[src/rtl/washer_pkg.sv]
// washer_pkg: shared actuator indices, dwell FSM state type and default
// weights/limits for the washer actuator arbiter and its dwell FSMs.
package washer_pkg;

  localparam int IDX_VALVE  = 0;
  localparam int IDX_HEATER = 1;
  localparam int IDX_DRAIN  = 2;
  localparam int IDX_MOTOR  = 3;
  localparam int N_ACT      = 4;

  localparam logic [4:0] DEF_BUDGET   = 5'd10;
  localparam logic [3:0] DEF_W_VALVE  = 4'd1;
  localparam logic [3:0] DEF_W_HEATER = 4'd8;
  localparam logic [3:0] DEF_W_DRAIN  = 4'd2;
  localparam logic [3:0] DEF_W_MOTOR  = 4'd5;

  localparam logic [7:0] DEF_MIN_ON  = 8'd4;
  localparam logic [7:0] DEF_MIN_OFF = 8'd4;
  localparam logic [9:0] DEF_HEATER_LEVEL = 10'd120;

  typedef enum logic [1:0] {
    ST_OFF  = 2'd0,
    ST_ON   = 2'd1,
    ST_COOL = 2'd2
  } dwell_state_t;

  function automatic logic fits(
    input logic [6:0] used,
    input logic [3:0] weight,
    input logic [4:0] budget
  );
    return (used + {3'b000, weight}) <= {2'b00, budget};
  endfunction

  function automatic logic [6:0] add_w(
    input logic [6:0] used,
    input logic [3:0] weight
  );
    return used + {3'b000, weight};
  endfunction

endpackage

[src/rtl/actuator_dwell.sv]
// actuator_dwell: one actuator's OFF/ON/COOLDOWN FSM with the shared
// counter that enforces the minimum on-time and the cooldown length.
module actuator_dwell
  import washer_pkg::*;
#(
  parameter logic [7:0] MIN_ON  = DEF_MIN_ON,
  parameter logic [7:0] MIN_OFF = DEF_MIN_OFF
) (
  input  logic clk,
  input  logic reset,
  input  logic req,
  input  logic start,
  input  logic hold_ok,
  output logic on,
  output logic ready
);

  dwell_state_t state;
  dwell_state_t state_nxt;
  logic [7:0]   cnt;
  logic [7:0]   cnt_nxt;
  logic         off_done;

  assign off_done = (cnt >= MIN_OFF);

  always_ff @(posedge clk or negedge reset) begin
    if (!reset) begin
      state <= ST_OFF;
      cnt   <= '0;
    end else begin
      state <= state_nxt;
      cnt   <= cnt_nxt;
    end
  end

  // A finished cooldown is treated as OFF so the grant-low gap is
  // exactly MIN_OFF cycles when the request is still pending.
  always_comb begin
    state_nxt = state;
    cnt_nxt   = cnt;
    unique case (state)
      ST_OFF: begin
        if (start) begin
          state_nxt = ST_ON;
          cnt_nxt   = 8'd1;
        end
      end
      ST_ON: begin
        if (!hold_ok || (!req && (cnt >= MIN_ON))) begin
          state_nxt = ST_COOL;
          cnt_nxt   = 8'd1;
        end else if (cnt != 8'hFF) begin
          cnt_nxt = cnt + 8'd1;
        end
      end
      ST_COOL: begin
        if (!off_done) begin
          cnt_nxt = cnt + 8'd1;
        end else if (start) begin
          state_nxt = ST_ON;
          cnt_nxt   = 8'd1;
        end else begin
          state_nxt = ST_OFF;
          cnt_nxt   = '0;
        end
      end
      default: begin
        state_nxt = ST_OFF;
        cnt_nxt   = '0;
      end
    endcase
  end

  always_comb begin
    on    = 1'b0;
    ready = 1'b0;
    unique case (state)
      ST_OFF:  ready = 1'b1;
      ST_ON:   on    = 1'b1;
      ST_COOL: ready = off_done;
      default: ;
    endcase
  end

endmodule

[src/rtl/actuator_arbiter.sv]
// actuator_arbiter: power-budgeted, interlocked grant arbiter for four
// washer actuators. ACTUATOR_ARBITER_STATS_EN enables the deny counter.
module actuator_arbiter
  import washer_pkg::*;
#(
  parameter logic [4:0] POWER_BUDGET     = DEF_BUDGET,
  parameter logic [3:0] W_VALVE          = DEF_W_VALVE,
  parameter logic [3:0] W_HEATER         = DEF_W_HEATER,
  parameter logic [3:0] W_DRAIN          = DEF_W_DRAIN,
  parameter logic [3:0] W_MOTOR          = DEF_W_MOTOR,
  parameter logic [7:0] MIN_ON           = DEF_MIN_ON,
  parameter logic [7:0] MIN_OFF          = DEF_MIN_OFF,
  parameter logic [9:0] HEATER_MIN_LEVEL = DEF_HEATER_LEVEL
) (
  input  logic       clk,
  input  logic       reset,
  input  logic [3:0] req,
  input  logic       door_locked,
  input  logic       vibration_sensor,
  input  logic [9:0] water_level_sensor,
  input  logic       fault_clr,
  output logic [3:0] grant,
  output logic       fault,
  output logic [4:0] power_used,
  output logic [7:0] deny_count
);

  logic [3:0] on;
  logic [3:0] ready;
  logic [3:0] hold_ok;
  logic [3:0] cand;
  logic [3:0] start;
  logic [3:0] budget_deny;
  logic       level_ok;

  assign level_ok = (water_level_sensor >= HEATER_MIN_LEVEL);

  assign hold_ok[IDX_VALVE]  = door_locked && !on[IDX_DRAIN];
  assign hold_ok[IDX_DRAIN]  = door_locked && !on[IDX_VALVE];
  assign hold_ok[IDX_MOTOR]  = door_locked && !vibration_sensor;
  assign hold_ok[IDX_HEATER] = door_locked && level_ok;

  assign cand = req & ready & hold_ok & {4{!fault}};

  // Fixed-priority walk: each grant consumes budget before the next
  // actuator is checked; the budget base is what is already on.
  always_comb begin
    logic [6:0] acc;
    logic       go_drain;
    start       = '0;
    budget_deny = '0;
    go_drain    = 1'b0;
    acc         = {2'b00, power_used};

    if (cand[IDX_DRAIN]) begin
      if (fits(acc, W_DRAIN, POWER_BUDGET)) begin
        go_drain         = 1'b1;
        start[IDX_DRAIN] = 1'b1;
        acc              = add_w(acc, W_DRAIN);
      end else begin
        budget_deny[IDX_DRAIN] = 1'b1;
      end
    end

    if (cand[IDX_VALVE] && !go_drain) begin
      if (fits(acc, W_VALVE, POWER_BUDGET)) begin
        start[IDX_VALVE] = 1'b1;
        acc              = add_w(acc, W_VALVE);
      end else begin
        budget_deny[IDX_VALVE] = 1'b1;
      end
    end

    if (cand[IDX_MOTOR]) begin
      if (fits(acc, W_MOTOR, POWER_BUDGET)) begin
        start[IDX_MOTOR] = 1'b1;
        acc              = add_w(acc, W_MOTOR);
      end else begin
        budget_deny[IDX_MOTOR] = 1'b1;
      end
    end

    if (cand[IDX_HEATER]) begin
      if (fits(acc, W_HEATER, POWER_BUDGET)) begin
        start[IDX_HEATER] = 1'b1;
      end else begin
        budget_deny[IDX_HEATER] = 1'b1;
      end
    end
  end

  for (genvar i = 0; i < N_ACT; i++) begin : g_act
    actuator_dwell #(
      .MIN_ON  (MIN_ON),
      .MIN_OFF (MIN_OFF)
    ) u_dwell (
      .clk     (clk),
      .reset   (reset),
      .req     (req[i]),
      .start   (start[i]),
      .hold_ok (hold_ok[i]),
      .on      (on[i]),
      .ready   (ready[i])
    );
  end

  assign grant = on;

  assign power_used = ({1'b0, W_VALVE}  & {5{grant[IDX_VALVE]}})
                    + ({1'b0, W_HEATER} & {5{grant[IDX_HEATER]}})
                    + ({1'b0, W_DRAIN}  & {5{grant[IDX_DRAIN]}})
                    + ({1'b0, W_MOTOR}  & {5{grant[IDX_MOTOR]}});

  // Setting wins over clearing, so a clear issued as the door opens
  // leaves the fault latched.
  always_ff @(posedge clk or negedge reset) begin
    if (!reset) begin
      fault <= 1'b0;
    end else if (!door_locked && (|grant)) begin
      fault <= 1'b1;
    end else if (fault_clr && door_locked) begin
      fault <= 1'b0;
    end
  end

`ifdef ACTUATOR_ARBITER_STATS_EN
  logic [7:0] deny_q;

  always_ff @(posedge clk or negedge reset) begin
    if (!reset) begin
      deny_q <= '0;
    end else if ((|budget_deny) && (deny_q != 8'hFF)) begin
      deny_q <= deny_q + 8'd1;
    end
  end

  assign deny_count = deny_q;
`else
  logic unused_deny;

  assign unused_deny = ^budget_deny;
  assign deny_count  = '0;
`endif

endmodule

[config.mk]
export PLATFORM = sky130hd
export DESIGN_NAME = actuator_arbiter
export DESIGN_NICKNAME = d
export VERILOG_FILES = /design/src/rtl/washer_pkg.sv /design/src/rtl/actuator_dwell.sv /design/src/rtl/actuator_arbiter.sv
export SDC_FILE = /design/constraint.sdc
export NUM_CORES = 1
export LEC_CHECK = 0
export ABC_AREA = 0
export CORE_MARGIN = 3
export CORE_UTILIZATION = 52
export DETAILED_ROUTE_END_ITERATION = 16
export PLACE_DENSITY = 0.84
export SLEW_MARGIN = 10
export SYNTH_ARGS = -nofsm -noshare
export SYNTH_HDL_FRONTEND = slang
export SYNTH_SLANG_ARGS = --single-unit
[constraint.sdc]
create_clock -name clk -period 6.1 [get_ports clk]
set_input_delay 1.22 -clock clk [delete_from_list [all_inputs] [get_ports clk]]
set_output_delay 1.22 -clock clk [all_outputs]
set_load 0.01 [all_outputs]
==> summary by stage, run 1 <==
Critical path
The critical path crosses 32 cells after its start point. The end of the critical path is g_act[1].u_dwell.cnt[6]. Together, buffers and inverters on the worst path number 4. The startpoint identified for the worst register-to-register timing path is g_act[3].u_dwell.state[1]. Tracing the worst setup path back leads to its startpoint at g_act[3].u_dwell.state[1]. The worst setup path category is register to register. The data arrival time of the critical path is 6070 ps. The worst stage delay on the critical path is 400 ps. The worst reg2reg path depth is 32. In this run the critical register-to-register path is captured at g_act[1].u_dwell.cnt[6].

The family with the most delay on the worst path is simple AND/OR/NAND/NOR gates. The worst setup slack for register-to-register paths is between 200 and 250 ps. STA puts the critical path data required time at ~6300 ps. The most numerous cell on the critical path is sky130_fd_sc_hd__ha_4. Of all nets on the critical path, the largest fanout is 8.

The startpoint type of the worst setup path is a register. The type of element capturing the critical path is a register. The cell with the largest stage delay on the worst path is sky130_fd_sc_hd__or3_4.

Clocking
The number of CTS-inserted buffers is 5. After clock tree synthesis, the clock-pin slew on the worst setup and hold paths is 90 ps. The clock latency at the later pin of the worst-skew pair is 300 ps. TritonCTS built the clock tree. The number of sinks driven by the clock tree is between 40 and 50. The H-tree was split into 2 levels. The root buffer cell is sky130_fd_sc_hd__clkbuf_8. The count of hold-fix buffers inserted at cts is 0. The buffer levels on the longest clock path is 2.

Synth
The synthesized netlist contains 69 unique library cells. The async set or reset register ratio after synthesis is 100%. The largest total area in the synthesized netlist belongs to sky130_fd_sc_hd__dfrtp_1. The synthesized design contains 0 enable-type register cells. Yosys attributes the largest share of cell area to sky130_fd_sc_hd__dfrtp_1, sky130_fd_sc_hd__ha_1, sky130_fd_sc_hd__o21ai_0, sky130_fd_sc_hd__nand2_1, sky130_fd_sc_hd__nand2b_1. After synthesis, flip-flops and latches occupy between 30% and 40% of the total area. The synthesized area per cell is ~8 sq um. Counting every instance in the synthesized netlist gives 402. The synthesized netlist occupies a cell area of 3310 sq um. The number of register bits inferred by synthesis is 41.

For this run, the number of Yosys warnings is 0. For this run, the leading register cell type out of synthesis is sky130_fd_sc_hd__dfrtp_1. The share of Yosys cell area claimed by the top area cell type is a little under a third.

Timing
Across the routed clock network, the largest skew measured is ~7 ps. Timing would allow up to roughly 0.17 GHz. The final count of pins violating max slew came to 0.

Dividing the final minimum period by the clock period gives 96.4%. Setup repair after global routing could not meet its margin everywhere. For the finished layout, the period the worst path requires is 5880 ps. The final number of hold-violating endpoints is 0. Setup violations remaining at the end of the flow were counted as 0. For the final routed database, the setup TNS stands at 0 ps. The tightest hold path in the finished design has a slack of 538 ps. For the pin with the worst max-slew slack, the measured transition is just over 900 ps. The headroom to the max-slew limit is between 30% and 40%.

Pwr
Dividing total power by cell area gives a power density of 417 nW/um^2. For this design the static power due to leakage is about 2 nW. The worst-case IR drop observed on VDD is between 0.0003 and 0.0004 V.

Global routing
The number of antenna violations at the first check in global routing is 0. The residual overflow from global routing is 0. Global routing used around 22% of the available tracks across all layers. Entering global routing, the biggest net connects 42 pins.

The via count of the first global-routing pass is about 3000. The first global-routing pass estimated approximately 14000 microns of wire.

Finish
Leaving out fill and tap cells, the most frequent cell in the layout is sky130_fd_sc_hd__buf_4. The final layout contains 508 nets. The post-synthesis to final-layout area growth is 27.6%. The repair_antennas step left the layout with diodes totalling 0. In the layout the commonest cells are sky130_fd_sc_hd__buf_4, sky130_fd_sc_hd__dfrtp_1, sky130_fd_sc_hd__nand2_1.

The fraction of layout cells with a size suffix above 1 is between 20 and 25%.

Floorplanning
The horizontal die dimension is roughly 86 microns. For this design the top-level I/O count stands at 37. For this configuration, the core starts out at a cell density of 54.7%.

The die footprint is between 7000 and 8000 sq um. The placeable core area is 6060 sq um. Measured along the y axis, the die boundary spans 85.8 microns.

In this run the core area contains 28 standard-cell rows.

Placement
Routability-driven placement finished with a final weighted congestion of ~0.91. Input and output buffers added on the ports amount to 25. The wire-length estimate of the detail-placed layout is ~5900 microns.

Routing
The routed layout has around 3200 vias. The first-pass detailed-route iteration total is 5. The number of DRC markers in iteration 0 is about 140.

The number of routed nets with antenna violations is 0. After detailed routing, the number of vias per cell comes to roughly 6. The wire length after detailed routing is between 8000 and 9000 microns.

The final routed DRC violation total is 0. The average wire length per cell after detail routing is around 15 microns.

Status
The run finished with clean final reports.

Hold path
The class of the tightest hold or removal check is register to register.

Flow run
Max-cap violations in this run came to 0.
[state kept, by name, indices dropped and copies added (netlist names)]
register             flops
g_act.u_dwell.cnt       32
fault                    1
g_act.u_dwell.state      8
[final cells by class]
| cell class | instances | area [sq um] |
|---|---|---|
| fillers | 449 | 1830 |
| clock buffers | 6 | 72.6 |
| flip-flops and latches | 41 | 1030 |
| clock inverters | 2 | 10.0 |
| well taps | 75 | 93.8 |
| repair buffers | 78 | 647 |
| inverters | 29 | 116 |
| multi-input cells | 318 | 2260 |
[through the flow]
step	area (sq um)	worst slack [ps]	cells	utilization [%]	total power [mW]
final	4230	221	549	69.8	1.76
after CTS	4080	0.930	534	67.3	1.68
after floorplan	3530	-29.0	409	-	1.15
after detailed placement	3980	-481	524	65.6	1.47
after global placement	3980	-411	524	65.6	1.44
after global routing	4230	-115	549	69.8	1.90
[how the worst min path moves through the flow]
stage,from,end,slack [ps],depth (start not counted)
floorplan,g_act[0].u_dwell.cnt[3],g_act[0].u_dwell.cnt[3],480,1
global placement,g_act[3].u_dwell.cnt[1],g_act[3].u_dwell.cnt[1],510,2
detailed placement,g_act[0].u_dwell.cnt[3],g_act[0].u_dwell.cnt[3],530,1
CTS,g_act[0].u_dwell.cnt[3],g_act[0].u_dwell.cnt[3],540,1
global route,g_act[0].u_dwell.cnt[3],g_act[0].u_dwell.cnt[3],600,1
finish,g_act[0].u_dwell.cnt[3],g_act[0].u_dwell.cnt[3],540,1
[synthesized netlist by cell type (all sizes together), types with 5 or more instances]
master  number
dfrtp       41
nand2       40
o21ai       38
inv         29
nor2        24
nand2b      19
ha          16
a21oi       15
and3        15
buf         15
nand3       15
nor3        14
nand4       10
o22ai       10
xnor2        7
clkbuf       6
xor2         6
a211o        5
a21o         5
and2         5
or3          5
[metal layers]
layer	vias up	wire [microns]	track usage, %	share of wire [%]
li1	1580	-	-	-
met1	1564	3730	30.0	45
met2	84	4120	37.3	50
met3	8	332	2.98	4.0
met4	0	70	6.04	0.85
met5	-	0	0	0
[report_power, final]
| part | switching [mW] | internal (mW) | total [mW] |
|---|---|---|---|
| Combinational | 0.609 | 0.577 | 1.19 |
| Sequential | 0.0720 | 0.328 | 0.400 |
| Clock | 0.0979 | 0.0795 | 0.177 |
[repair_timing]
item,CTS,global route
pin swaps,13,18
gates resized for setup,2,16
setup endpoints to repair,8,8
buffers inserted,2,15
[cells by family (layout without fill, tap and decap cells)]
group                      Yosys count  in the layout  synth area share [%]
DFF                                 41             41                  31.0
other                                1              8                 0.113
buffers and inverters               50            115                  7.48
adders and majority gates           16             16                  6.04
AOI/OAI and AO/OA                  114            114                  24.4
muxes                                2              2                 0.604
xor gates and xnor gates            13             13                  3.44
and+or+nand+nor                    165            165                  27.0
Note: power is estimated with default switching activity, not from simulation.
==> inputs of run 2 (changes only) <==
--- a/config.mk
+++ b/config.mk
@@ -7,10 +7,10 @@
 export LEC_CHECK = 0
 export ABC_AREA = 0
 export CORE_MARGIN = 3
-export CORE_UTILIZATION = 52
+export CORE_UTILIZATION = 45
 export DETAILED_ROUTE_END_ITERATION = 16
-export PLACE_DENSITY = 0.84
-export SLEW_MARGIN = 10
+export PLACE_DENSITY = 0.75
+export SLEW_MARGIN = 15
 export SYNTH_ARGS = -nofsm -noshare
 export SYNTH_HDL_FRONTEND = slang
 export SYNTH_SLANG_ARGS = --single-unit
==> run 2 against run 1 <==
Compared with the run above: combinational power is 3% lower; highest routed layer unchanged; setup slack worse by 120 ps; first-iteration DRC count is 8.3% lower; final area is 1.8% higher; largest cell class unchanged; hold slack worse by 4.2 ps; via count is 1.9% lower; fmax is 2.0% lower; critical endpoint is now g_act[1].u_dwell.cnt[5]; utilization is 8.1 points lower; global-route usage is 2.8 points lower; largest power group unchanged; die area is 14% higher; sequential share of layout area is 0.40 points lower; count of clock-buffer cells in the layout is 1 higher.
==> summary by stage, run 2 (same netlist as run 1, synthesis figures left out) <==
Critical path
For the worst flop-to-flop path, the logic depth is 30. The origin of the critical flop-to-flop path is g_act[2].u_dwell.cnt[6]. The data arrival time of the critical path is 6180 ps. The end of the worst register-to-register path is g_act[1].u_dwell.cnt[5].

The maximum fanout along the worst path is 8. The type of element capturing the critical path is a register. The worst setup path category is register to register.

The startpoint type of the worst setup path is a register. The worst stage delay on the critical path is ~540 ps. For the worst setup path, the data required time is 6280 ps.

Across all register-to-register paths, the minimum setup slack is ~100 ps. The cell with the largest stage delay on the worst path is sky130_fd_sc_hd__or4_4.

Pwr
Internal power comes to 1.02 mW. The worst voltage drop across the vdd grid is roughly 0.00016 V. Sequential cells burn ~22% of the power. Per report_power, the clock group accounts for around an eighth of the total.

The completed layout was analyzed and its total power is around 1.8 mW. Power spread over the standard cell area amounts to around 410 nW/um^2. In this run the static leakage power is roughly 2.0 nW. The logic gate share of total power is 64.8%.

The switching part of the total is between 40% and 50%. The analysis attributes to net switching a power of around 770 uW.

Routing
The number of DRC markers in iteration 0 is around 130. The first-pass detailed-route iteration total is 5. The average wire length per cell after detail routing is approximately 14 microns. The routed via count divided by cell count is about 5.6. The number of routed nets with antenna violations is 0. The routed design has just over 8000 microns of wire. After detailed routing, the number of remaining DRC violations is 0. The via total after detailed routing is 3175.

Finish
The number of flip-flops in the largest register is 32. The largest registers in the layout are g_act.u_dwell.cnt (32), g_act.u_dwell.state (8), fault (1). 0 antenna diodes ended up in the layout. The net count of the finished layout is 510.

The number of filler cells placed in the layout is 632. The library cell used most frequently in the layout, excluding fill and tap cells, is sky130_fd_sc_hd__buf_4. The library cells used most frequently in the layout, excluding fill and tap cells, are sky130_fd_sc_hd__buf_4, sky130_fd_sc_hd__dfrtp_1, sky130_fd_sc_hd__nand2_1.

The post-synthesis to final-layout area growth is 29.9%. The largest register by flop count is g_act.u_dwell.cnt. The fraction of layout cells with a size suffix above 1 is 23.5%.

Global routing
The first global-routing pass estimated around 14000 microns of wire. The global-route usage over all layers is a little under 20%. The via count of the first global-routing pass is ~3000. The number of antenna violations at the first check in global routing is 0.

The maximum number of pins on one net before global-route repair is 42. The residual overflow from global routing is 0.

Timing
The final count of pins violating max slew is 0. At the pin with the least slew margin, the transition time is 955 ps. The headroom to the max-slew limit is between 30% and 40%. Setup repair after global routing could not meet its margin everywhere. The worst path uses roughly 98% of the clock period. After routing, the total negative slack on setup checks comes to 0 ps. Across all hold checks on the routed design, the worst slack comes to 534 ps.

After layout, the worst setup slack is slightly above 100 ps. The number of failing setup endpoints in the final timing report is 0. The final number of hold-violating endpoints is 0. The final critical path time including I/O delays and setup is 6000 ps. For the final database, setup skew stands at approximately 4.3 ps.

For this run, the top clock speed supported by timing is 0.167 GHz.

Clocking
The TritonCTS clock tree is yes. The buffer levels on the longest clock path is 2. The number of CTS-inserted buffers is 5. The root buffer cell is sky130_fd_sc_hd__clkbuf_8.

The clock latency at the later pin of the worst-skew pair is 290 ps. For this design, the CTS-stage hold fixing added 0 buffers. The total number of H-tree levels is 2. The number of sinks driven by the clock tree is slightly above 40. The clock slew at the register clock pins of the worst setup and hold paths is 80 ps.

Floorplanning
The die covers approximately 8400 sq um. The horizontal die dimension is between 90 and 100 microns. Row generation in the floorplan step produced 30 rows.

The floorplan step defined a core boundary enclosing between 6000 and 7000 sq um. In this run the count of I/O pins placed on the die edge is 37. Once the floorplan was initialized, standard cells occupied a little under half of the core. In this run the vertical extent of the chip is 91.8 microns.

Status
The flow ran to the end, and the final reports show no timing, DRC or antenna violations.

Hold path
The worst hold path begins at g_act[0].u_dwell.cnt[3]. The tightest min-delay check is of the register to register type. The path with the worst hold slack has its endpoint at g_act[0].u_dwell.cnt[3]. The number of cells traversed by the worst hold path is 1.

Placement
The worst-case setup slack after placement is -607 ps. The number of buffers inserted by port buffering is 25. Once detailed placement completed, the half-perimeter wirelength came to 6120 microns. Routability-driven placement finished with a final weighted congestion of 0.903.

Flow run
The tool flagged a number of max-cap violations equal to 0.
==> run 2: final cells by class <==
cell class	count	area [sq um]	area share (%)
tap	96	120	2.79
timing repair buffer	80	656	15.2
sequential	41	1030	23.9
clock buffer	7	86.3	2.01
clock inverter	1	30.0	0.698
inverter	29	116	2.70
multi-input combinational	318	2270	52.7
==> run 2: what timing repair did <==
item	in CTS	in global routing
pin swaps	8	21
setup buffers	2	15
endpoints found under the setup margin	8	8
gates resized for setup	2	15
==> run 2: per-layer routing <==
metal / global-route usage [%] / vias to the layer above / wire [microns]
met1: 26.2 / 1527 / 3860
li1: - / 1580 / -
met2: 32.6 / 62 / 4010
met3: 2.71 / 6 / 262
met5: 0 / - / 0
met4: 4.70 / 0 / 51
==> run 2: worst max-delay path by stage <==
stage | cells past startpoint | from | endpoint
floorplan | 36 | g_act[3].u_dwell.state[0] | g_act[1].u_dwell.cnt[2]
global placement | 32 | door_locked | g_act[1].u_dwell.cnt[6]
detailed placement | 32 | door_locked | g_act[1].u_dwell.cnt[5]
CTS | 32 | req[2] | g_act[1].u_dwell.cnt[5]
global route | 31 | g_act[2].u_dwell.cnt[6] | g_act[1].u_dwell.cnt[0]
finish | 30 | g_act[2].u_dwell.cnt[6] | g_act[1].u_dwell.cnt[5]
==> run 2: stage by stage <==
| stage | cell area, sq um | cells | util, % |
|---|---|---|---|
| after CTS | 4160 | 558 | 59.6 |
| after global placement | 4020 | 548 | 57.6 |
| after floorplan | 3530 | 409 | - |
| after detailed placement | 4020 | 548 | 57.6 |
| final | 4300 | 572 | 61.6 |
| after global routing | 4300 | 572 | 61.6 |
==> run 2: power groups by stage <==
stage / combinational, mW / sequential, mW / clock, mW
floorplan: 0.762 / 0.389 / 0
global placement: 1.04 / 0.396 / 0
detailed placement: 1.06 / 0.401 / 0
CTS: 1.08 / 0.396 / 0.237
global route: 1.26 / 0.410 / 0.248
finish: 1.15 / 0.397 / 0.229
==> run 2: critical path, delay by kind of cell, from the launching register on <==
family	cells	cell delay [ps]
simple gates	14	2660
compound gates	7	1610
fa+ha+maj	3	650
flops	1	400
xor+xnor	2	230
buf+inv	4	320
